===== config.mk =====
export PLATFORM = sky130hd
export DESIGN_NAME = memory_access_stage
export DESIGN_NICKNAME = d
export VERILOG_FILES = /design/src/rtl/memory_access_stage.sv
export SDC_FILE = /design/constraint.sdc
export NUM_CORES = 1
export LEC_CHECK = 0
export CORE_ASPECT_RATIO = 1.1
export CORE_MARGIN = 8
export CORE_UTILIZATION = 35
export DETAILED_ROUTE_END_ITERATION = 10
export PLACE_DENSITY = 0.76
export SLEW_MARGIN = 20
export SYNTH_ARGS = -nofsm -noshare
export SYNTH_HDL_FRONTEND = slang
export SYNTH_SLANG_ARGS = --single-unit

===== constraint.sdc =====
create_clock -name clock -period 2.5 [get_ports clock]
set_clock_uncertainty 0.15 [all_clocks]
set_input_delay 0.75 -clock clock [delete_from_list [all_inputs] [get_ports clock]]
set_output_delay 0.75 -clock clock [all_outputs]
set_load 0.01 [all_outputs]

===== src/rtl/memory_access_stage.sv =====
// Memory stage: request/grant/valid data-memory handshake, sub-word load/store formatting, upstream stall.
// Optional build macro MEMORY_STAGE_MISALIGN_TRAP_EN: misaligned half/word accesses skip the bus and pulse misaligned.
module memory_access_stage #(
    parameter int unsigned TIMEOUT_CYCLES = 15  // 1..255
) (
    input  logic        clock,
    input  logic        reset,
    input  logic [31:0] aluResult,
    input  logic [31:0] storeData,
    input  logic [2:0]  func3,
    input  logic        memoryReadEnable,
    input  logic        memoryWriteEnable,
    output logic        stall,
    output logic        dmemRequest,
    output logic        dmemWrite,
    output logic [31:0] dmemAddress,
    output logic [31:0] dmemWriteData,
    output logic [3:0]  dmemByteEnable,
    input  logic        dmemGrant,
    input  logic        dmemReadValid,
    input  logic [31:0] dmemReadData,
    output logic [31:0] loadData,
    output logic        loadValid,
    output logic        busError,
    output logic        misaligned,
    output logic [1:0]  debug_state
);

    typedef enum logic [1:0] {
        IDLE      = 2'd0,
        REQUEST   = 2'd1,
        WAIT_READ = 2'd2,
        DONE      = 2'd3
    } state_t;

    localparam logic [7:0] TIMEOUT_LIMIT = 8'(TIMEOUT_CYCLES);

    state_t      state;
    logic        access_store;
    logic [2:0]  access_func3;
    logic [1:0]  access_offset;
    logic [7:0]  wait_count;
    logic [7:0]  wait_next;
    logic        access_byte;
    logic        access_half;
    logic        misalign_hit;
    logic [3:0]  lane_enable;
    logic [31:0] store_word;
    logic [7:0]  sel_byte;
    logic [15:0] sel_half;
    logic [31:0] formatted_load;

    // Handshake: dmemRequest holds address/data/enables stable until the cycle dmemGrant is seen high.
    assign stall = !reset && (((state == IDLE) && (memoryReadEnable || memoryWriteEnable))
                              || (state == REQUEST) || (state == WAIT_READ));
    assign debug_state = state;
    assign wait_next = (wait_count == 8'hFF) ? wait_count : wait_count + 8'd1;

    // 100/101 only mean unsigned sub-word for loads; a store with those codes is a word store.
    always_comb begin
        access_byte = (func3 == 3'b000) || (!memoryWriteEnable && (func3 == 3'b100));
        access_half = (func3 == 3'b001) || (!memoryWriteEnable && (func3 == 3'b101));
        lane_enable = 4'b1111;
        store_word  = storeData;
        if (access_byte) begin
            lane_enable = 4'b0001 << aluResult[1:0];
            store_word  = {4{storeData[7:0]}};
        end else if (access_half) begin
            lane_enable = aluResult[1] ? 4'b1100 : 4'b0011;
            store_word  = {2{storeData[15:0]}};
        end
    end

`ifdef MEMORY_STAGE_MISALIGN_TRAP_EN
    assign misalign_hit = access_half ? aluResult[0] : (!access_byte && (aluResult[1:0] != 2'b00));
`else
    assign misalign_hit = 1'b0;
`endif

    always_comb begin
        case (access_offset)
            2'd0:    sel_byte = dmemReadData[7:0];
            2'd1:    sel_byte = dmemReadData[15:8];
            2'd2:    sel_byte = dmemReadData[23:16];
            default: sel_byte = dmemReadData[31:24];
        endcase
        sel_half = access_offset[1] ? dmemReadData[31:16] : dmemReadData[15:0];
        case (access_func3)
            3'b000:  formatted_load = {{24{sel_byte[7]}}, sel_byte};
            3'b001:  formatted_load = {{16{sel_half[15]}}, sel_half};
            3'b100:  formatted_load = {24'd0, sel_byte};
            3'b101:  formatted_load = {16'd0, sel_half};
            default: formatted_load = dmemReadData;
        endcase
    end

    always_ff @(posedge clock) begin
        if (reset) begin
            state          <= IDLE;
            access_store   <= 1'b0;
            access_func3   <= 3'd0;
            access_offset  <= 2'd0;
            wait_count     <= 8'd0;
            dmemRequest    <= 1'b0;
            dmemWrite      <= 1'b0;
            dmemAddress    <= 32'd0;
            dmemWriteData  <= 32'd0;
            dmemByteEnable <= 4'd0;
            loadData       <= 32'd0;
            loadValid      <= 1'b0;
            busError       <= 1'b0;
            misaligned     <= 1'b0;
        end else begin
            loadValid  <= 1'b0;
            misaligned <= 1'b0;
            case (state)
                IDLE: begin
                    if (memoryReadEnable || memoryWriteEnable) begin
                        access_store  <= memoryWriteEnable;
                        access_func3  <= func3;
                        access_offset <= aluResult[1:0];
                        if (misalign_hit) begin
                            misaligned <= 1'b1;
                            state      <= DONE;
                        end else begin
                            dmemRequest    <= 1'b1;
                            dmemWrite      <= memoryWriteEnable;
                            dmemAddress    <= {aluResult[31:2], 2'b00};
                            dmemWriteData  <= memoryWriteEnable ? store_word : 32'd0;
                            dmemByteEnable <= lane_enable;
                            state          <= REQUEST;
                        end
                    end
                end
                REQUEST: begin
                    if (dmemGrant) begin
                        dmemRequest <= 1'b0;
                        wait_count  <= 8'd0;
                        state       <= access_store ? DONE : WAIT_READ;
                    end
                end
                WAIT_READ: begin
                    if (dmemReadValid) begin
                        loadData  <= formatted_load;
                        loadValid <= 1'b1;
                        state     <= DONE;
                    end else if (wait_next == TIMEOUT_LIMIT) begin
                        loadData  <= 32'd0;
                        loadValid <= 1'b1;
                        busError  <= 1'b1;
                        state     <= DONE;
                    end else begin
                        wait_count <= wait_next;
                    end
                end
                DONE: state <= IDLE;
                default: state <= IDLE;
            endcase
        end
    end

endmodule

# Yosys cells after proc, flatten, opt, wreduce, memory -nomap -nowiden

Index checks and enable logic that the tools add are counted.

Flip-flop bits (word level): 117
Bits of input ports: 105
Output and inout port bits: 108

Add/subtract/negate cells: 1
Equal/unequal tests: 18
Shift operators: 1
Muxes and demuxes: 27
Bitwise logic cells: 2
Reduce and logical (&&, ||, !) cells: 25

Operators by type and width:

| kind                  | number |
|---|---|
| $mux W32              | 5 |
| $pmux W32 S4          | 1 |
| $mux W8               | 4 |
| $pmux W8 S3           | 1 |
| $mux W16              | 1 |
| $pmux W8 S2           | 1 |
| $eq A3 B3 Y1 const B  | 4 |
| $mux W4               | 3 |
| $reduce_and A3 Y1     | 3 |
| $add A8 B1 Y8 const B | 1 |
| $eq A8 B4 Y1 const B  | 1 |
| $eq A8 B8 Y1 const B  | 1 |
| $mux W2               | 4 |
| $pmux W2 S4           | 1 |
| $eq A2 B2 Y1 const B  | 3 |
| $eq A3 B1 Y1 const B  | 2 |
| $logic_not A3 Y1      | 2 |
| $ne A2 B2 Y1 const B  | 3 |
| $reduce_bool A2 Y1    | 3 |
| $logic_or A1 B1 Y1    | 5 |
| $mux W1               | 5 |
| $eq A2 B1 Y1 const B  | 2 |
| $logic_and A1 B1 Y1   | 4 |
| $logic_not A2 Y1      | 2 |
| other kinds (9)       | 12 |

# Logic depth before layout (Yosys ltp)

Word-level depth: 6
Gate-level depth with buffers: 8
Gate-level depth less buffers: 7

# Least setup slack after synthesis

OpenSTA, ideal clock, no wires.

Path type: input-to-output
Start: input memoryWriteEnable
End: output stall
Data arrival time: 1749 ps
Required time: 1600 ps
Setup slack: -149 ps
Stages: 4
Path through: o21ai_1 > clkbuf_1 > buf_1 > a21oi_1

Cells in the longest elaborated chain, start to end: 5

RTL lines:

| element                          | RTL line | source |
|---|---|---|
| from (decl)                      | 12       | `input logic memoryWriteEnable,` |
| $logic_or A1 B1 Y1               | 54       | `assign stall = !reset && (((state == IDLE) && (memoryReadEnable \|\| memoryWriteEnable))` |
| $logic_and A1 B1 Y1              | 54       |  |
| $logic_or A1 B1 Y1 (2 in series) | 55       | `\|\| (state == REQUEST) \|\| (state == WAIT_READ));` |
| $logic_and A1 B1 Y1              | 54       |  |
| to (decl)                        | 13       | `output logic stall,` |

No other way between the ends.

# Final worst setup path

Start: register wait_count[0]
End: register loadData[28]

Cells in the longest elaborated chain, start to end: 5
Elaborated cells between the ends (all ways): 6
Those cells by class: 1 x add/sub; 2 x eq/ne; 1 x mux; 2 x reduce/logical

RTL lines:

| element                                              | RTL line | source |
|---|---|---|
| from (decl)                                          | 42       | `logic [7:0] wait_count;` |
| from (signal assigned)                               | 153      | `wait_count <= wait_next;` |
| $add A8 B1 Y8 / $eq A8 B8 Y1 (equally long branches) | 57       | `assign wait_next = (wait_count == 8'hFF) ? wait_count : wait_count + 8'd1;` |
| $mux W8 *                                            | 57       |  |
| $eq A8 B4 Y1 *                                       | 147      | `end else if (wait_next == TIMEOUT_LIMIT) begin` |
| $reduce_bool A2 Y1 (no line) *                       | n/a      |  |
| $reduce_and A2 Y1 (no line) *                        | n/a      |  |
| to (signal assigned)                                 | 144      | `loadData <= formatted_load;` |
| to (decl)                                            | 22       | `output logic [31:0] loadData,` |

Mark *: on every way between the ends. The rest lies on a longest branch, timed or not.
A chain may end at the register's enable or synchronous reset.

==> Implementation_results.wiki <==
{| class="wikitable"
! Metric !! Value
|-
| Share of the synthesized area in the top cell type || 44.5%
|-
| Antenna fix cells || 0
|-
| Worst-path maximum fanout || 25
|-
| CTS tree || done
|-
| Power per unit of standard cell area || between 900 and 1000 nW/um^2
|-
| Slowest stage cell on the critical path || sky130_fd_sc_hd__a31o_4
|-
| Most area-consuming cells after synthesis || sky130_fd_sc_hd__dfxtp_1 44%, sky130_fd_sc_hd__nand2_1 8.8%, sky130_fd_sc_hd__a21oi_1 5.9%, sky130_fd_sc_hd__mux2_2 5.1%, sky130_fd_sc_hd__nor2_1 3.1%
|-
| Number of synthesized register bits || 117
|-
| Detailed Routing Iterations Pass 1 || 7
|-
| Detailed Route Iter0 Violations || between 200 and 300
|-
| CTS Buf Count || 17
|-
| Wire length of the first global-routing pass || 29000 microns
|-
| Synthesized netlist cell count || ~630
|-
| Maximum clock rate || 415 MHz
|-
| Count of flip-flops with a built-in enable after synthesis || 0
|-
| Kind of end point of the critical path || register
|-
| Boundary pin count || 213
|-
| Setup fix buffers added after clock tree synthesis || 0
|-
| Largest delay contributor family on the critical path || compound AO/OA/AOI/OAI gates
|-
| Total of buffers placed on input and output ports || 209
|-
| Die footprint || approximately 19000 sq um
|-
| Crit start category || register
|-
| Gp weighted congestion || 0.843
|-
| Number of hold-slack violations in the final timing report || 0
|-
| Share of the yosys chip area belonging to registers || 44.5%
|-
| Endpoints failing setup || 0
|-
| Yosys top cell by area || sky130_fd_sc_hd__dfxtp_1
|-
| Status || finished, final reports clean
|-
| Placed wire-length estimate || 13800 microns
|-
| DRC || 0
|-
| WP data required || approximately 2.6 ns
|-
| Dominant synthesized flop cell || sky130_fd_sc_hd__dfxtp_1
|-
| Antenna violations before repair || 0
|-
| Chip Height || between 100 and 150 microns
|-
| Layout cell share with drive strength beyond 1 || 12.5%
|-
| Library cell used as clock root buffer || sky130_fd_sc_hd__clkbuf_16
|-
| Per-instance average area after synthesis || about 8.3 sq um
|-
| Count of nets after finishing || 965
|-
| Type of the tightest min-delay check || reg -> reg
|-
| TritonCTS sink count || 117
|-
| Post-route setup slack || ~0.09 ns
|-
| Buf+Inv Stages, Crit Path || 0
|-
| Leading cell type by number of instances after synthesis || sky130_fd_sc_hd__nand2_1
|-
| Total via count in the routed design || around 5400
|-
| CTS Buffer Depth || 2
|-
| Netlist area before placement || 5270 sq um
|-
| Async SR Flop Fraction || 0%
|-
| Dominant combinational cell family by area after synthesis || compound AO/OA/AOI/OAI gates
|-
| Final worst path period share || between 90% and 100%
|-
| Aggregate global-route resource usage || 19.2%
|-
| Critical Path AT || 2.55 ns
|-
| Maximum ir drop on the vdd rail || 0.462 mV
|-
| Warnings, synthesis || 0
|-
| Count of standard-cell rows || between 40 and 50
|-
| Largest net degree at the start of global routing || 69
|-
| Number of filler instances in the final layout || 1394
|-
| Worst setup slack after placement || -0.466 ns
|-
| Vias in the first global route || 5513
|-
| XOR/XNOR Fraction of Synth Area || 0.166%
|-
| Reported max-cap violation count || 0
|-
| Core ar. || 14900 sq um
|-
| Clock latency on the worst-skew pair || 0.41 ns
|-
| Area share of fa/ha/maj cells after synthesis || less than 1%
|-
| Count of distinct cell types in the synthesized netlist || 54
|-
| Share of synthesized cell area in and, or, nand and nor gates || 16.9%
|-
| Total Wirelength || 18500 microns
|-
| Initial standard-cell utilization of the core || 35.4%
|-
| Minimum clock period after layout || 2.41 ns
|-
| Wire length per cell after detailed routing || between 15 and 20 microns
|-
| Critical path class || reg -> reg
|-
| Area growth, synth to finish || 59.4%
|-
| Sum of internal, switching and leakage power || 7.98 mW
|-
| Leakage || 3.27 nW
|-
| H-Tree Depth || 4
|-
| Worst rel slew slack || 49.2%
|-
| Number of slew-limit violations in the final report || 0
|-
| Worst path max stage delay || about 0.36 ns
|-
| Detailed-route vias per instance || 5.11
|-
| Compound-Gate Fraction of Synth Area || 23.5%
|-
| Final TNS setup || 0 ns
|-
| Post-synthesis mux area share || 7.46%
|-
| Cell chain of the critical path || ha_1, nor4b_1, nand2_1, a211o_1, a31o_4, a22o_1
|-
| Antenna viol nets, final || 0
|-
| Gr ovfl total || 0
|-
| Horizontal die dimension || 133 microns
|-
| Clock-pin slew on the worst setup and hold paths || around 0.06 ns
|-
| Transition time of the tightest slew-check pin || 0.762 ns
|-
| Ranking of synthesized cells by instance count || 123 x sky130_fd_sc_hd__nand2_1, 117 x sky130_fd_sc_hd__dfxtp_1, 62 x sky130_fd_sc_hd__a21oi_1
|}
[state kept, by name, indices dropped and copies added, names as in the netlist]
name and cells:
dmemRequest 1, dmemWriteData 32, dmemByteEnable 4, access_store 1, debug_state 2, loadValid 1
access_offset 2, wait_count 8, access_func3 3, dmemAddress 30, loadData 32, busError 1
[worst register-to-register path: cells and delay by family (launching register included)]
family,cells,cell delay (ns)
AO/OA/AOI/OAI,3,0.99
AND/OR/NAND/NOR,2,0.50
flip-flops,1,0.35
adder cells (fa/ha/maj),1,0.31
[per-layer routing]
metal / global-route usage (%) / up-vias / wire length, microns
met3: 8.30 / 23 / 1720
met5: 0 / - / 0
li1: - / 2660 / -
met4: 7.36 / 0 / 263
met1: 21.7 / 2548 / 7790
met2: 31.3 / 212 / 8730
[where the power goes]
| part | leakage [nW] | switching (mW) | internal [mW] |
|---|---|---|---|
| Combinational | 2.02 | 1.52 | 1.42 |
| Sequential | 0.957 | 0.218 | 2.25 |
| Clock | 0.297 | 0.850 | 1.71 |
[path summary, 6_finish.rpt]
path               startpoint          endpoint  slack (ns)  depth (start not counted)
max             wait_count[0]      loadData[28]        0.09                          6
min reg2reg  dmemWriteData[0]  dmemWriteData[0]        0.30                          2
max reg2reg     wait_count[0]      loadData[28]        0.09                          6
min          dmemWriteData[0]  dmemWriteData[0]        0.30                          2
[through the flow]
| stage | util, % | std cells | hold WS, ns | area [sq um] |
|---|---|---|---|---|
| after floorplan | - | 633 | 0.300 | 5280 |
| after global placement | 52.2 | 1033 | 0.285 | 7770 |
| after detailed placement | 52.2 | 1033 | 0.293 | 7770 |
| after CTS | 56.4 | 1065 | 0.303 | 8390 |
| after global routing | 56.4 | 1065 | 0.317 | 8390 |
| final | 56.4 | 1065 | 0.301 | 8390 |
[cell type report]
cell class	instances	area, sq um	share of cell area [%]
inverters	32	120	1.43
multi-input cells	435	2610	31.1
repair buffers	253	2450	29.2
clock buffers	23	468	5.57
clock inverters	9	150	1.79
well taps	196	245	2.92
flip-flops and latches	117	2340	27.9
[kinds of logic (layout without fill, tap and decap cells)]
| logic type | Yosys count | after routing |
|---|---|---|
| AND/OR/NAND/NOR | 210 | 210 |
| AO/OA/AOI/OAI | 182 | 182 |
| adder cells (fa/ha/maj) | 4 | 4 |
| buffers and inverters | 81 | 317 |
| XOR/XNOR | 1 | 1 |
| multiplexers | 35 | 35 |
| flip-flops | 117 | 117 |
| other | 1 | 3 |
[layout by cell type (no fill, tap or decap), types with 3 or more instances in the layout]
cell / count
sky130_fd_sc_hd__nand2b_1: 10
sky130_fd_sc_hd__o31ai_1: 3
sky130_fd_sc_hd__a22oi_1: 16
sky130_fd_sc_hd__dfxtp_1: 116
sky130_fd_sc_hd__o21a_1: 4
sky130_fd_sc_hd__a31oi_1: 11
sky130_fd_sc_hd__clkbuf_1: 4
sky130_fd_sc_hd__o21ai_0: 13
sky130_fd_sc_hd__mux2i_1: 10
sky130_fd_sc_hd__a22o_1: 16
sky130_fd_sc_hd__clkbuf_16: 17
sky130_fd_sc_hd__a221oi_1: 9
sky130_fd_sc_hd__buf_4: 41
sky130_fd_sc_hd__o221ai_1: 7
sky130_fd_sc_hd__bufinv_16: 4
sky130_fd_sc_hd__clkdlybuf4s50_1: 205
sky130_fd_sc_hd__a21oi_1: 61
sky130_fd_sc_hd__o211ai_1: 10
sky130_fd_sc_hd__conb_1: 3
sky130_fd_sc_hd__nand3_1: 16
sky130_fd_sc_hd__mux2_2: 24
sky130_fd_sc_hd__clkinv_2: 3
sky130_fd_sc_hd__inv_1: 32
sky130_fd_sc_hd__ha_1: 3
sky130_fd_sc_hd__nor2_1: 43
sky130_fd_sc_hd__buf_12: 3
sky130_fd_sc_hd__a21o_1: 10
sky130_fd_sc_hd__nand2_1: 123
sky130_fd_sc_hd__nand4_1: 4
[repair_timing]
action	CTS	global route
setup endpoints to repair	1	3
pin swaps	0	0
hold buffers	0	0
gates resized for setup	5	3
Power figures use the tool's default switching activity.
